==> src/rtl/exc_ctrl_pkg.sv <==
// Shared definitions for the commit-stage exception controller: cause codes,
// CP0 status bit positions, FSM encoding and common constants.
package exc_ctrl_pkg;

    localparam logic [4:0] CAUSE_SYSCALL = 5'b01000;
    localparam logic [4:0] CAUSE_BREAK   = 5'b01001;
    localparam logic [4:0] CAUSE_TEQ     = 5'b01101;

    localparam int ST_GLOBAL  = 0;
    localparam int ST_SYSCALL = 1;
    localparam int ST_BREAK   = 2;
    localparam int ST_TEQ     = 3;

    localparam logic        ENABLE    = 1'b1;
    localparam logic [31:0] ZERO_WORD = 32'h0000_0000;

    typedef enum logic [1:0] {
        IDLE     = 2'd0,
        ENTER    = 2'd1,
        REDIRECT = 2'd2,
        RETURN   = 2'd3
    } exc_state_e;

    typedef struct packed {
        logic       taken;
        logic [4:0] cause;
    } trap_t;

endpackage

==> src/rtl/exc_ctrl.sv <==
// Commit-stage exception initiator: trap detection, CP0 strobes, stall/flush and PC redirect.
// Optional taken-exception counter is built when EXC_CTRL_STATS_EN is defined.
module exc_ctrl
    import exc_ctrl_pkg::*;
#(
    parameter logic [31:0] EXC_VECTOR = 32'h0040_0004,
    parameter int          CNT_W      = 16
) (
    input  logic             clk,
    input  logic             rst,
    input  logic             inst_valid,
    input  logic [31:0]      inst_pc,
    input  logic             is_syscall,
    input  logic             is_break,
    input  logic             is_teq,
    input  logic             teq_equal,
    input  logic             is_eret,
    input  logic [31:0]      status,
    input  logic [31:0]      epc,
    output logic             cp0_exception,
    output logic             cp0_eret,
    output logic [4:0]       cp0_cause,
    output logic [31:0]      cp0_pc,
    output logic             stall,
    output logic             flush,
    output logic             redirect_valid,
    output logic [31:0]      redirect_pc,
    output logic [CNT_W-1:0] exc_count,
    output exc_state_e       dbg_state
);

    exc_state_e  state_q, state_d;
    logic [4:0]  cause_q;
    logic [31:0] pc_q;
    trap_t       trap;

    // Priority syscall > break > teq; each source needs global enable plus its own mask bit.
    function automatic trap_t detect_trap(
        input logic        valid,
        input logic        sys,
        input logic        brk,
        input logic        teq,
        input logic        teq_eq,
        input logic [31:0] st
    );
        trap_t t;
        t.taken = 1'b0;
        t.cause = 5'b0;
        if (valid && st[ST_GLOBAL]) begin
            if (sys && st[ST_SYSCALL]) begin
                t.taken = ENABLE;
                t.cause = CAUSE_SYSCALL;
            end else if (brk && st[ST_BREAK]) begin
                t.taken = ENABLE;
                t.cause = CAUSE_BREAK;
            end else if (teq && teq_eq && st[ST_TEQ]) begin
                t.taken = ENABLE;
                t.cause = CAUSE_TEQ;
            end
        end
        return t;
    endfunction

    assign trap = detect_trap(inst_valid, is_syscall, is_break, is_teq, teq_equal, status);

    logic unused_status;
    assign unused_status = ^status[31:4];

    always_ff @(posedge clk or posedge rst) begin
        if (rst) begin
            state_q <= IDLE;
            cause_q <= 5'b0;
            pc_q    <= ZERO_WORD;
        end else begin
            state_q <= state_d;
            if (state_q == IDLE && trap.taken) begin
                cause_q <= trap.cause;
                pc_q    <= inst_pc;
            end
        end
    end

    always_comb begin
        state_d        = state_q;
        cp0_exception  = 1'b0;
        cp0_eret       = 1'b0;
        cp0_cause      = 5'b0;
        cp0_pc         = ZERO_WORD;
        stall          = 1'b0;
        flush          = 1'b0;
        redirect_valid = 1'b0;
        redirect_pc    = ZERO_WORD;
        case (state_q)
            IDLE: begin
                // A taken trap wins over an eret arriving in the same cycle.
                if (trap.taken) begin
                    state_d = ENTER;
                end else if (inst_valid && is_eret) begin
                    state_d = RETURN;
                end
            end
            ENTER: begin
                cp0_exception = 1'b1;
                cp0_cause     = cause_q;
                cp0_pc        = pc_q;
                stall         = 1'b1;
                flush         = 1'b1;
                state_d       = REDIRECT;
            end
            REDIRECT: begin
                redirect_valid = 1'b1;
                redirect_pc    = EXC_VECTOR;
                stall          = 1'b1;
                state_d        = IDLE;
            end
            RETURN: begin
                cp0_eret       = 1'b1;
                flush          = 1'b1;
                redirect_valid = 1'b1;
                redirect_pc    = epc;
                state_d        = IDLE;
            end
            default: state_d = IDLE;
        endcase
    end

    assign dbg_state = state_q;

`ifdef EXC_CTRL_STATS_EN
    logic [CNT_W-1:0] count_q;

    always_ff @(posedge clk or posedge rst) begin
        if (rst) begin
            count_q <= '0;
        end else if (state_q == ENTER && count_q != {CNT_W{1'b1}}) begin
            count_q <= count_q + CNT_W'(1);
        end
    end

    assign exc_count = count_q;
`else
    assign exc_count = '0;
`endif

endmodule
==> config.mk <==
export PLATFORM = sky130hd
export DESIGN_NAME = exc_ctrl
export DESIGN_NICKNAME = d
export VERILOG_FILES = /design/src/rtl/exc_ctrl_pkg.sv /design/src/rtl/exc_ctrl.sv
export SDC_FILE = /design/constraint.sdc
export NUM_CORES = 1
export LEC_CHECK = 0
export CORE_MARGIN = 3
export CORE_UTILIZATION = 30
export DETAILED_ROUTE_END_ITERATION = 8
export PLACE_DENSITY = 0.73
export REMOVE_ABC_BUFFERS = 1
export SETUP_SLACK_MARGIN = 0.3
export SLEW_MARGIN = 15
export SYNTH_ARGS = -nofsm -noshare
export SYNTH_HDL_FRONTEND = slang
export SYNTH_SLANG_ARGS = --single-unit
==> constraint.sdc <==
create_clock -name clk -period 3.1 [get_ports clk]
set_input_delay 0.62 -clock clk [delete_from_list [all_inputs] [get_ports clk]]
set_output_delay 0.62 -clock clk [all_outputs]
set_load 0.05 [all_outputs]
==> flow_summary.toml <==
[run_status]
outcome = "complete, no violations"

[timing]
finalCritPeriodShare_pct = 84.9
finalSetupViolCount = 0
rsz0062_at_grt = "false"
fmax_mhz = 380
tns_ns = 0
hold_viol = 0
whs_ns = 0.472
relSlewSlack_pct = 65.2
min_period_ns = 2.63
skew_ns = 0.00856
worst_pin_slew_ns = 0.520
drv_slew = 0

[die]
core.rowCount = 31
num_io_pins = 196
dieWidth_um = 92.9
floorplan.initialDensity_pct = 31.1
die_h_um = 92.9
dieArea_sq_um = 8630
core_sq_um = 7290

[synthesis]
synth_simple_gate_area_share_pct = 19.8
synth_top_cells_by_area = "dfrtp_1 (41%), mux2_4 (19%), and2_1 (18%)"
syn_area_per_cell_sq_um = 11.6
synth.top_cell.area_share_pct = 40.9
syn_inst = 195
synthAdderAreaFrac_pct = 2.76
yosysWarnings = 0
yosys.area.top_type = "dfrtp_1"
ys_ff_latch = 37
synth.distinct_cells = 23
synth_top_family_by_area = "multiplexers"
synth_mux_area_share_pct = 21.2
ys_seq_area_share_pct = 40.9
synth_compound_area_share_pct = 4.09
synth-xor-area-share_pct = 0
synth_area_sq_um = 2260

[final_layout]
multiInputGateArea_sq_um = 1170
antenna_cells = 0
final_cell_mix = "clkdlybuf4s50_1 (95), and2_1 (66), buf_12 (38), dfrtp_1 (37), mux2_4 (29)"
fin_util_pct = 57.3
fillCellCount = 638
nets = 451
final_common_cell = "clkdlybuf4s50_1"
ff_latch_area_sq_um = 926
drive_gt1_share_pct = 30.0
area_growth_pct = 84.6

[worst_setup_path]
crit_path_end_kind = "output port"
worstPathRequired_ns = 2.48
crit_path_max_fanout = 35
critPathArrivalTime_ns = 2.01
crit_type = "reg2out"
start_kind = "flop"

[placed_design]
dpl.hpwl_um = 5310
port_buffers = 149
gp_congestion = 0.693

[global_routing]
grt_max_degree = 36
grt_pass1_vias = 2043
track_usage_pct = 15.3
grt_pass1_wl_um = 10500
globalRoute.totalOverflow = 0
antenna_found_initial = 0

[route]
antenna_left = 0
routed_wl_um = 6540
drtIter0Drc = 39
drc = 0
vias = 1884
via_per_inst = 4.26
detail_route.wl_per_cell_um = 14.8
first_pass_iters = 4

[flow_run]
cap_viol_max_count = 0

[hold_path]
min_path_type = "reg2reg"

[clock_network]
clk_pin_slew_ns = 0.08
cts_sinks = 37
clock-root-buffer = "clkbuf_8"
clk_latency_ns = 0.29
cts_max_level = 2
numCtsBuffers = 5
clockBufferDepth = 2
cts_tree = "built"
hold_buffers = 0

[power]
powerDensity_nw_per_um2 = 968
ir_drop_v = 0.000597
cellLeakagePower_nw = 1.89
-- final timing paths --
| path | startpoint | to | slack [ns] | depth (start not counted) |
|---|---|---|---|---|
| worst min-delay path | cause_q[3]$_DFFE_PP0P_ | cause_q[3]$_DFFE_PP0P_ | 0.47 | 1 |
| worst min register to register | cause_q[3]$_DFFE_PP0P_ | cause_q[3]$_DFFE_PP0P_ | 0.47 | 1 |
| worst max-delay path | dbg_state[0]$_DFFE_PP0P_ | redirect_pc[17] | 0.47 | 3 |
| max in group asynchronous | rst | pc_q[16]$_DFFE_PP0P_ | 1.72 | 3 |
| min in group asynchronous | rst | pc_q[9]$_DFFE_PP0P_ | 0.65 | 2 |
| worst max register to register | dbg_state[1]$_DFFE_PP0P_ | pc_q[26]$_DFFE_PP0P_ | 0.91 | 6 |
-- metal layers --
layer / up-vias / track usage (%) / wire (um) / share of wire, %
li1: 883 / - / - / -
met1: 887 / 16.4 / 2320 / 35
met2: 108 / 26.9 / 3360 / 51
met3: 6 / 7.23 / 788 / 12
met4: 0 / 4.40 / 77 / 1.2
met5: - / 0 / 0 / 0
-- report_power, final --
group | switching, mW | internal, mW
clock | 0.178 | 0.155
sequential | 0.132 | 0.722
combinational | 1.57 | 1.29
-- critical path, cell delays in order, from the launching register on --
cell and delay [ns]:
dfrtp_1 0.43, ha_4 0.32, and2_1 0.17, clkdlybuf4s50_1 0.80
-- flip-flops by register name, summed over array words and instances, names as in the netlist --
name / flops
pc_q: 32
cause_q: 3
dbg_state: 2
-- synth_stat cells (all sizes together) --
| library cell | instances |
|---|---|
| conb | 1 |
| o21a | 1 |
| mux2i | 1 |
| a41oi | 1 |
| dfrtp | 37 |
| nor2 | 1 |
| clkbuf | 7 |
| a32o | 1 |
| a222oi | 1 |
| buf | 22 |
| and3 | 1 |
| mux2 | 32 |
| or2 | 3 |
| ha | 5 |
| a21oi | 3 |
| nand2 | 2 |
| inv | 5 |
| a21o | 4 |
| and2 | 66 |
| o211a | 1 |
-- timing repair --
action                     in CTS  in global routing
setup buffers                   0                  0
gates cloned                    0                  0
setup endpoints to repair      18                 24
gates resized for setup         2                  2
-- cells by family (layout without fill, tap and decap cells) --
family                   after synthesis  count (layout)
buffers and inverters                 34             165
multiplexers                          33              33
flip-flops                            37              37
adder cells (fa/ha/maj)                5               5
other                                  1              18
AO/OA/AOI/OAI                         12              12
AND/OR/NAND/NOR                       73              73
-- stage by stage --
stage	instances	worst slack (ns)	power [mW]	instance area, sq um
after floorplan	183	0.224	2.55	2100
after global placement	434	0.371	3.69	4080
after detailed placement	434	0.284	3.74	4080
after CTS	442	0.340	4.11	4180
after global routing	442	0.315	4.26	4180
final	442	0.467	4.05	4180
-- cell type report --
class / instances / area share, %
Tap cell: 99 / 2.96
Timing Repair Buffer: 152 / 44.5
Clock inverter: 3 / 0.419
Multi-Input combinational cell: 141 / 27.9
Sequential cell: 37 / 22.1
Clock buffer: 5 / 1.65
Inverter: 5 / 0.449
Power figures use the tool's default switching activity.
